==> config.mk <==
export PLATFORM = sky130hd
export DESIGN_NAME = core_muldiv_seq
export DESIGN_NICKNAME = d
export VERILOG_FILES = /design/src/rtl/core_muldiv_seq_pkg.sv /design/src/rtl/core_muldiv_seq_step.sv /design/src/rtl/core_muldiv_seq.sv
export SDC_FILE = /design/constraint.sdc
export NUM_CORES = 1
export LEC_CHECK = 0
export CAP_MARGIN = 5
export CELL_PAD_IN_SITES_DETAIL_PLACEMENT = 0
export CELL_PAD_IN_SITES_GLOBAL_PLACEMENT = 1
export CORE_MARGIN = 1.5
export CORE_UTILIZATION = 45
export DETAILED_ROUTE_END_ITERATION = 8
export PLACE_DENSITY_LB_ADDON = 0.1
export RECOVER_POWER = 50
export SLEW_MARGIN = 20
export SYNTH_ARGS = -nofsm -noshare
export SYNTH_HDL_FRONTEND = slang
export SYNTH_HIERARCHICAL = 1
export SYNTH_SLANG_ARGS = --single-unit
==> constraint.sdc <==
create_clock -name clk -period 6.81 [get_ports clk]
set_clock_uncertainty 0.2 [all_clocks]
set_input_delay 1.362 -clock clk [delete_from_list [all_inputs] [get_ports clk]]
set_output_delay 1.362 -clock clk [all_outputs]
set_load 0.005 [all_outputs]
==> src/rtl/core_muldiv_seq_pkg.sv <==
// Shared execute-stage definitions for the iterative multiply/divide sequencer.
package i2d_core_defines;

   typedef enum logic [2:0] {
      IDLE,
      PREP,
      CALC,
      FIX,
      DONE
   } muldiv_state_t;

   localparam int unsigned MULDIV_ITER        = 32;
   localparam logic [31:0] MULDIV_DIV0_RESULT = 32'hFFFF_FFFF;

endpackage

==> src/rtl/core_muldiv_seq_step.sv <==
// One radix-2 iteration: shift-add multiply or restoring shift-subtract divide
// over a {high, low} accumulator pair.
module core_muldiv_step
   import i2d_core_defines::*;
#(
   parameter int unsigned XLEN = MULDIV_ITER
) (
   input  logic              op_div,
   input  logic [2*XLEN-1:0] acc_i,
   input  logic [XLEN-1:0]   opnd_i,
   output logic [2*XLEN-1:0] acc_o
);

   logic [XLEN:0] sum;
   logic [XLEN:0] rem_sh;
   logic [XLEN:0] diff;

   always_comb begin
      sum    = {1'b0, acc_i[2*XLEN-1:XLEN]} + (acc_i[0] ? {1'b0, opnd_i} : '0);
      // remainder shifted left with the next dividend bit pulled in from the low half
      rem_sh = acc_i[2*XLEN-1:XLEN-1];
      diff   = rem_sh - {1'b0, opnd_i};
      if (!op_div) begin
         acc_o = {sum, acc_i[XLEN-1:1]};
      end else if (!diff[XLEN]) begin
         acc_o = {diff[XLEN-1:0], acc_i[XLEN-2:0], 1'b1};
      end else begin
         acc_o = {rem_sh[XLEN-1:0], acc_i[XLEN-2:0], 1'b0};
      end
   end

endmodule

==> src/rtl/core_muldiv_seq.sv <==
// Iterative MUL/DIV sequencer: sign handling, XLEN-step iteration and
// registered result/flags with a start/busy/done handshake.
module core_muldiv_seq
   import i2d_core_defines::*;
#(
   parameter int unsigned XLEN = MULDIV_ITER
) (
   input  logic            clk,
   input  logic            rst,
   input  logic            start,
   input  logic            op_div,
   input  logic            is_signed,
   input  logic [XLEN-1:0] operand_a,
   input  logic [XLEN-1:0] operand_b,
   input  logic            flush,
   output logic            busy,
   output logic            done,
   output logic [XLEN-1:0] result,
   output logic            sr_zf,
   output logic            div_by_zero
);

   localparam int unsigned CW = $clog2(XLEN);

   muldiv_state_t     state_q, state_d;
   logic [CW-1:0]     cnt_q, cnt_d;
   logic [2*XLEN-1:0] acc_q, acc_d;
   logic [XLEN-1:0]   opnd_q, opnd_d;
   logic              op_div_q, op_div_d;
   logic              signed_q, signed_d;
   logic              neg_q, neg_d;
   logic [XLEN-1:0]   result_q, result_d;
   logic              zf_q, zf_d;
   logic              dbz_q, dbz_d;

   logic [2*XLEN-1:0] step_acc;
   logic              accept;
   logic              a_neg, b_neg;
   logic [XLEN-1:0]   a_abs, b_abs, quo, res_fix;

   core_muldiv_step #(.XLEN(XLEN)) u_step (
      .op_div (op_div_q),
      .acc_i  (acc_q),
      .opnd_i (opnd_q),
      .acc_o  (step_acc)
   );

   always_comb begin
      state_d  = state_q;
      cnt_d    = cnt_q;
      acc_d    = acc_q;
      opnd_d   = opnd_q;
      op_div_d = op_div_q;
      signed_d = signed_q;
      neg_d    = neg_q;
      result_d = result_q;
      zf_d     = zf_q;
      dbz_d    = dbz_q;

      accept = start && !flush && (state_q == IDLE || state_q == DONE);

      // raw operands sit in acc low half (a) and opnd (b) until PREP
      a_neg = signed_q && acc_q[XLEN-1];
      b_neg = signed_q && opnd_q[XLEN-1];
      a_abs = a_neg ? -acc_q[XLEN-1:0] : acc_q[XLEN-1:0];
      b_abs = b_neg ? -opnd_q : opnd_q;

      quo     = acc_q[XLEN-1:0];
      res_fix = neg_q ? -quo : quo;
      if (op_div_q && opnd_q == '0) begin
         res_fix = '1;
      end

      case (state_q)
         IDLE, DONE: begin
            state_d = IDLE;
            if (accept) begin
               state_d  = PREP;
               acc_d    = {{XLEN{1'b0}}, operand_a};
               opnd_d   = operand_b;
               op_div_d = op_div;
               signed_d = is_signed;
            end
         end
         PREP: begin
            state_d = CALC;
            cnt_d   = CW'(XLEN - 1);
            neg_d   = a_neg ^ b_neg;
            if (op_div_q) begin
               acc_d  = {{XLEN{1'b0}}, a_abs};
               opnd_d = b_abs;
            end else begin
               acc_d  = {{XLEN{1'b0}}, b_abs};
               opnd_d = a_abs;
            end
         end
         CALC: begin
            acc_d = step_acc;
            if (cnt_q == '0) begin
               state_d = FIX;
            end else begin
               cnt_d = cnt_q - 1'b1;
            end
         end
         FIX: begin
            state_d  = DONE;
            result_d = res_fix;
            zf_d     = ~|res_fix;
            dbz_d    = op_div_q && (opnd_q == '0);
         end
         default: state_d = IDLE;
      endcase

      if (flush) begin
         state_d  = IDLE;
         result_d = result_q;
         zf_d     = zf_q;
         dbz_d    = dbz_q;
      end
   end

   always_ff @(posedge clk or posedge rst) begin
      if (rst) begin
         state_q  <= IDLE;
         cnt_q    <= '0;
         acc_q    <= '0;
         opnd_q   <= '0;
         op_div_q <= 1'b0;
         signed_q <= 1'b0;
         neg_q    <= 1'b0;
         result_q <= '0;
         zf_q     <= 1'b0;
         dbz_q    <= 1'b0;
      end else begin
         state_q  <= state_d;
         cnt_q    <= cnt_d;
         acc_q    <= acc_d;
         opnd_q   <= opnd_d;
         op_div_q <= op_div_d;
         signed_q <= signed_d;
         neg_q    <= neg_d;
         result_q <= result_d;
         zf_q     <= zf_d;
         dbz_q    <= dbz_d;
      end
   end

   assign busy        = (state_q == PREP) || (state_q == CALC) || (state_q == FIX);
   assign done        = (state_q == DONE);
   assign result      = result_q;
   assign sr_zf       = zf_q;
   assign div_by_zero = dbz_q;

endmodule

# After elaboration in Yosys (flattened, before gate mapping)
# Index checks and enable logic that the tools add are counted.
[totals] register_bits=141 in_bits=70 output_inout_bits=36 word_cells=66
[op_classes] n_addsub=5 n_eq_ne=7 mux=19 bitwise_logic=2 n_reduce_logical=23
[op_table] operator="$mux W32" count=8
[op_table] operator="$mux W64" count=3
[op_table] operator="$pmux W64 S3" count=1
[op_table] operator="$neg A32 Y32" count=2
[op_table] operator="$pmux W32 S2" count=1
[op_table] operator="$add A32 B33 Y33" count=1
[op_table] operator="$sub A33 B32 Y33" count=1
[op_table] operator="$logic_not A32 Y1" count=1
[op_table] operator="$reduce_or A32 Y1" count=1
[op_table] operator="$pmux W3 S4" count=1
[op_table] operator="$pmux W5 S2" count=1
[op_table] operator="$reduce_and A2 Y1" count=5
[op_table] operator="$eq A3 B2 Y1 const B" count=2
[op_table] operator="$mux W3" count=2
[op_table] operator="$logic_and A1 B1 Y1" count=5
[op_table] operator="$logic_not A5 Y1" count=1
[op_table] operator="$mux W5" count=1
[op_table] operator="$sub A5 B1 Y5 const B" count=1
[op_table] operator="$ne A2 B2 Y1 const B" count=2
[op_table] operator="$reduce_bool A2 Y1" count=2
[op_table] operator="$eq A3 B1 Y1 const B" count=1
[op_table] operator="$eq A3 B3 Y1 const B" count=1
[op_table] operator="$logic_not A3 Y1" count=1
[op_table] operator="$logic_or A1 B1 Y1" count=3
[op_table] operator="other kinds (7)" count=8

# Logic depth before layout (Yosys ltp)
# Gate-level depths: netlist of the first run.
[depth] depth_word=6 depth_mapped=16 ltp_nobuf=14

# By module
# The synthesis of the first run kept the hierarchy.
[by_module_without_submodules] module="core_muldiv_seq" instances=1 cells_each=1207 area_per_inst_um2=9446.6 seq_area_each_um2=3528.4
[by_module_without_submodules] module="core_muldiv_step" instances=1 cells_each=676 area_per_inst_um2=4678.2 seq_area_each_um2=0.0

# Worst setup path before layout of the first run
# No wires, ideal clock.
[synth_path] path_type="reg-to-reg" from="register acc_q[0]" to="register acc_q[51]" setup_time_ns=0.133 t_arrival_ns=2.898 required_ns=6.477 slack_ns=3.579 path_stages_with_launch=15 path_buffers=1 period_less_slack_ns=3.231 path_cell_list="dfrtp_1 clkbuf_1 and2_1 ha_1 and2_1 a311oi_1 nand4b_1 nor3b_1 a311oi_1 o21ai_0 a21oi_1 xor2_1 mux2i_1 nand2_1 o21ai_0"
[synth_via] elab_chain_cells=4
[synth_rtl] element="start, declared" line="core_muldiv_seq.sv:27" text="logic [2*XLEN-1:0] acc_q, acc_d;"
[synth_rtl] element="start signal, assigned" line="core_muldiv_seq.sv:126" text="acc_q <= '0;"
[synth_rtl] element="start signal, assigned" line="core_muldiv_seq.sv:137" text="acc_q <= acc_d;"
[synth_rtl] element="$mux W32" line="core_muldiv_seq_step.sv:19" text="sum = {1'b0, acc_i[2*XLEN-1:XLEN]} + (acc_i[0] ? {1'b0, opnd_i} : '0);"
[synth_rtl] element="$add A32 B33 Y33" line="core_muldiv_seq_step.sv:19"
[synth_rtl] element="$mux W64" line="core_muldiv_seq_step.sv:23" text="if (!op_div) begin"
[synth_rtl] element="via step_acc[51]" line="core_muldiv_seq.sv:36" text="logic [2*XLEN-1:0] step_acc;"
[synth_rtl] element="$pmux W64 S3" line="core_muldiv_seq.sv:74" text="case (state_q)"
# The timed path passes the listed nets, and every way through them passes these cells.
# A chain may end at the register's enable or synchronous reset.

# Worst setup path after layout of the first run
[layout_path] from="register acc_q[31]" to="register acc_q[32]"
[layout_via] elab_chain_cells=4
[layout_rtl] element="$sub A33 B32 Y33" line="core_muldiv_seq_step.sv:22" text="diff = rem_sh - {1'b0, opnd_i};"
[layout_rtl] element="$mux W64 *" line="core_muldiv_seq_step.sv:25" text="end else if (!diff[XLEN]) begin"
[layout_rtl] element="$mux W64 *" line="core_muldiv_seq_step.sv:23"
[layout_rtl] element="via step_acc[32]" line="core_muldiv_seq.sv:36"
[layout_rtl] element="$pmux W64 S3 *" line="core_muldiv_seq.sv:74"
# Mark *: on every way through the listed nets, which the timed path passes. The rest lies on a longest branch.

==> metrics.txt, run 1 <==
dpl cells=2267; CP Max Fanout=19; final setup TNS=0 ps; worst reg2reg path depth=15; count of unique library cells instantiated by Yosys=88; drt initial violations=1076; core area=30700 µm²; Post-Route Utilization=around half; Worst setup SP type=flop; power per cell area=481 nW/µm²; number of global-route vias before repair=13279; Layout Nets=about 2000; status=complete, but fails checks; worst hold path depth=2; drt via density=6.02; share of post-route cells with drive strength above 1=5.57%; post-CTS sizing=0; initial antenna violation count=0; Rows=64; post-synthesis sequential area ratio=between 20% and 30%; first-pass GRT wire length=74.2 mm; Hold WC Path Type=flop to flop; buffers added on ports=between 100 and 150; Net Sw Frac=between 40% and 50%; Wirelength per Cell=a little over 20 µm; remaining antenna violation count=0; Max-slew headroom=-77.4%; Leak=roughly 6.8 nW; via count=13839; grt total ovfl=0; gr usage total=between 20% and 30%; ys async rst share=100%; Hold Path End=result[3]; Antenna Cells=0; 1st-pass router iterations=7; clock root cell=clkbuf_16; Pint=about 3.8 mW; Reg2Reg Setup Slack=2260 ps; IO Count=106; chip width=around 180 µm; RSZ-0062 raised after global routing=false; max-slew violation count=82; combinational share of power=60.2%; Crit path required time=6910 ps; CTS tree=done; fmax=220 MHz; starting density of the core=45.9%; Yosys top cell by area=dfrtp_1; WL final=46.8 mm; clock tree buffer depth=2; clock group share of total power=13.5%; area grow syn2layout=12.6%; Worst-Margin Slew=roughly 2700 ps; Setup CP Type=flop to flop; Final period util=66.8%; final worst path period need=approximately 4500 ps; Fin. Hold Viols=0; Final Non-Filler Cells=roughly 2300; synth top area cells=dfrtp_1, nand2_1, ha_1; critical register-to-register path endpoint=acc_q[32]; top_reg_cell synth=dfrtp_1; Post-Syn Area=14100 µm²; top-area cell type share of the netlist area=25.0%; Post-CTS Setup Bufs=0; Post-Syn Nets=2023; worst skew pair latency=430 ps; Clock Sinks=~140; Post-Syn Area per Cell=7.50 µm²; number of flops mapped to enable cells by yosys=0; CTS buffer count=17; H-tree levels=4; Seq pwr share=around a quarter; Syn Inst Count=1883; largest net degree at the start of global routing=101; FF+latch count, synth=around 140; clock slew at reported path FFs=70 ps; dominant cell by count in the synthesized netlist=nand2_1; gp weighted congestion=between 0.9 and 1; FF-to-FF Start=acc_q[31]; Final HPWL DP=34.2 mm; Synth top cells by count=nand2_1, a21oi_1, dfrtp_1, nor2_1, o21ai_0; Synth warnings=6; Worst Min Path Start=result[3]; Die ar.=approximately 32000 µm²; setup violators final=0; Psw=3.82 mW; VDD IR max=between 0.00015 and 0.0002 V; crit end category=flop; Remaining DRCs=0; Die Span Y=180 µm; final-layout fill cell count=3031; hold_buf cts=0; failing checks=capacitance limit, slew limit; maxcap violations=2; Worst Path Arrival=4650 ps
power groups by stage:
| stage | combinational (mW) | clock (mW) | sequential (mW) |
|---|---|---|---|
| finish | 4.61 | 1.03 | 2.01 |
| global route | 5.11 | 1.08 | 2.08 |
| CTS | 4.60 | 1.04 | 1.99 |
| floorplan | 3.74 | 0 | 1.53 |
| detailed placement | 4.56 | 0 | 2.00 |
| global placement | 4.54 | 0 | 2.00 |
layer usage:
| metal | share of wire (%) | vias up | GRT usage, % |
|---|---|---|---|
| met2 | 45 | 428 | 45.5 |
| li1 | - | 6763 | - |
| met1 | 47 | 6565 | 39.7 |
| met5 | 0 | - | 0 |
| met4 | 3.4 | 0 | 12.1 |
| met3 | 4.7 | 83 | 2.99 |
worst max-delay path: stages (launching register included):
cell and delay, ps:
dfrtp_1 500, inv_1 200, ha_1 270, fa_1 410
inv_1 90, a21oi_1 60, o21ai_0 370, a21o_2 270
a21oi_2 110, nor4_1 410, or3_1 530, buf_4 430
mux2i_1 120, mux2_2 260, nand2_1 50, o21ai_0 100
per-stage QoR:
step	hold WS, ps	power (mW)	setup slack [ps]	instance area, µm²
2_1_floorplan	263	5.27	1470	14100
3_3_place_gp	256	6.54	2430	15300
3_5_place_dp	258	6.56	2310	15300
4_1_cts	275	7.64	2290	15900
5_1_grt	287	8.27	1950	15900
6_report	262	7.65	2260	15900
layout make-up:
| type | count | area [µm²] | area share (%) |
|---|---|---|---|
| Timing Repair Buffer | 124 | 1180 | 7.41 |
| Clock buffer | 19 | 443 | 2.79 |
| Tap cell | 396 | 495 | 3.12 |
| Multi-Input combinational cell | 1535 | 9790 | 61.6 |
| Inverter | 71 | 272 | 1.71 |
| Clock inverter | 13 | 190 | 1.20 |
| Sequential cell | 141 | 3530 | 22.2 |
layout by cell type (no fill, tap or decap), types with 36 or more instances in the layout:
cell type        Yosys  routed
a21oi_1            161     161
a31oi_1             49      49
and2_1              46      45
clkdlybuf4s50_1      0      69
dfrtp_1            141     140
dlygate4sd3_1        0      36
ha_1                68      68
inv_1               70      69
mux2i_1             45      45
nand2_1            298     297
nand3_1             38      38
nor2_1             134     133
o21ai_0            128     128
xnor2_1             86      86
xor2_1              57      57
logic make-up (layout without fill, tap and decap cells):
family | after synthesis | after routing | share of synthesized area [%]
DFF | 141 | 141 | 25.0
and+or+nand+nor | 676 | 676 | 22.6
xor gates and xnor gates | 144 | 144 | 8.98
muxes | 80 | 80 | 5.98
AOI/OAI and AO/OA | 565 | 565 | 25.3
buffers and inverters | 207 | 227 | 5.83
adders and majority gates | 70 | 70 | 6.31
worst max path at each step:
stage	endpoint	from	cells past startpoint	slack, ps
after floorplan	acc_q[0]	rst	1	1470
after global placement	acc_q[19]	flush	6	2430
after detailed placement	acc_q[32]	acc_q[31]	15	2310
after CTS	acc_q[32]	acc_q[31]	15	2290
after global routing	acc_q[32]	acc_q[31]	15	1950
final	acc_q[32]	acc_q[31]	15	2260
flip-flops by register name, indices dropped and copies added (netlist names):
| name | cells |
|---|---|
| cnt_q | 5 |
| result | 32 |
| div_by_zero | 1 |
| signed_q | 1 |
| state_q | 3 |
| sr_zf | 1 |
| acc_q | 64 |
| op_div_q | 1 |
| neg_q | 1 |
| opnd_q | 32 |
Note: power is estimated with default switching activity, not from simulation.
==> inputs of run 2 (changes only) <==
CORE_UTILIZATION = 41   (was 45)
clock period = 3.75 ns   (was 6.81 ns; I/O delays follow)
==> run 2 against run 1 <==
The flow still finishes with violations (capacitance limit, slew limit). Critical endpoint is now sr_zf. Utilization is 1.8 points lower. Combinational power is 120% higher. Critical path depth is 5 lower. Non-clock buffer count is 100 higher. Via count is 4.9% higher. Critical path type unchanged. First-iteration DRC count is 23% higher. Hold slack better by 1.1 ps. Global-route usage is 0.45 points higher. Cell count is 6.6% higher. Largest cell class unchanged.
==> metrics.txt, run 2 (synthesized netlist as in run 1, its figures left out) <==
CP Max Fanout=9; RSZ-0062 raised after global routing=true; via count=~15000; setup violators final=0; Crit-path slowest cell=or4_1; crit end category=flop; Remaining DRCs=0; drt initial violations=1328; Post-CTS Setup Bufs=0; VDD IR max=0.000442 V; critical register-to-register path endpoint=sr_zf; grt total ovfl=0; gr usage total=between 20% and 30%; Die Span Y=189 µm; Setup crit end=sr_zf; failing checks=capacitance limit, slew limit; Setup CP Type=flop to flop; clock slew at reported path FFs=60 ps; Hold WC Path Type=flop to flop; final-layout fill cell count=3358; Clock Sinks=141; first-pass GRT wire length=80.7 mm; Final period util=96.1%; worst setup slack after layout=146 ps; Worst-Margin Slew=1650 ps; Antenna Cells=0; worst skew pair latency=450 ps; clock root cell=clkbuf_16; final setup TNS=0 ps; CTS buffer count=17; maxcap violations=2; Crit path buffers/inverters=2; gp weighted congestion=0.947; worst reg2reg path depth=10; final worst path period need=about 3600 ps; CTS tree=done; max-slew violation count=136; number of flip-flops under the largest register name=64; Wirelength per Cell=21.2 µm; critical path depth=10; buffers added on ports=105; 1st-pass router iterations=6; clock tree buffer depth=2; status=complete, but fails checks; H-tree levels=4; Rows=67; placed cell area=16200 µm²; share of post-route cells with drive strength above 1=10.6%; area grow syn2layout=19.1%; Crit path max-delay family=simple AND/OR/NAND/NOR gates; chip width=189 µm; Die ar.=35600 µm²; largest reg by FF count=acc_q; hold_buf cts=0; Finished Cell Area=about 17000 µm²; pre-CTS setup slack=85.7 ps; Crit path required time=3920 ps; commonest non-fill, non-tap cell in the layout=nand2_1; most frequent cells in the layout=nand2_1, a21oi_1, dfrtp_1, nor2_1, o21ai_0; drt via density=between 5 and 6; Final HPWL DP=38.4 mm; Worst setup SP type=flop; power per cell area=between 800 and 900 nW/µm²; Cell Chain, Critical Path=buf_4 > inv_1 > ha_2 > or3b_1 > o41ai_2 > xnor2_1 > nor4_1 > o2111ai_1 > or4_1 > o21ai_1; Layout Nets=2130; IO Count=106; hold slack final=263 ps; max incr delay on CP=530 ps; largest net degree at the start of global routing=roughly 110; WL final=51.9 mm; fmax=277 MHz; Reg2Reg Setup Slack=approximately 150 ps; Max-slew headroom=-9.68%; initial antenna violation count=0; core area=33700 µm²; remaining antenna violation count=0; number of global-route vias before repair=between 10000 and 15000; Leak=7.30 nW; starting density of the core=approximately two fifths; Worst Path Arrival=3770 ps; CP Launch Point=acc_q[0]; FF-to-FF Start=acc_q[0]; Fin. Hold Viols=0
run 2: cell count changes in the layout (fill, tap and decap cells not counted), sizes merged:
cell and change:
buf +100, clkdlybuf4s50 +21, dlygate4sd3 -21, clkinv -2, bufinv +1, clkbuf +1
clkinvlp -1, inv +1
run 2: where the power goes:
group / internal (mW) / switching (mW)
registers: 2.17 / 0.871
logic: 4.29 / 5.70
clock network: 1.21 / 0.767
run 2: area by class of cell:
cell class	count	area (µm²)	area share [%]
tap	448	561	3.33
clock buffer	20	447	2.66
clock inverter	12	209	1.24
timing repair buffer	224	1980	11.8
inverter	71	268	1.59
sequential	141	3530	21.0
multi-input combinational	1535	9820	58.4
run 2: layer usage:
metal / wire (µm) / track usage (%) / part of all wire [%]
met5: 0 / 0 / 0
met4: 1960 / 12.1 / 3.8
met3: 2810 / 4.56 / 5.4
met2: 23500 / 45.9 / 45
met1: 23700 / 39.5 / 46
run 2: how the worst min path moves through the flow:
stage	start	endpoint	cells past startpoint
global placement	result[9]	result[9]	2
detailed placement	result[4]	result[4]	2
finish	result[8]	result[8]	2
global route	result[9]	result[9]	2
floorplan	result[0]	result[0]	2
CTS	result[4]	result[4]	2
run 2: stage by stage:
stage / utilization (%) / instances / power, mW
after global placement: 48.0 / 2419 / 12.8
after global routing: 49.9 / 2451 / 16.1
after detailed placement: 48.0 / 2419 / 12.8
final: 49.9 / 2451 / 15.0
after CTS: 49.9 / 2451 / 14.9
after floorplan: - / 1883 / 9.58
run 2: repair_timing:
action | CTS | global route
hold endpoints to repair | 0 | 0
gates resized for setup | 0 | 9
endpoints found under the setup margin | 0 | 30
run 2: worst min-delay path, cell delays in order (launching register included):
cell     delay, ps
dfrtp_1        340
nand2_1         50
nand2_1         50
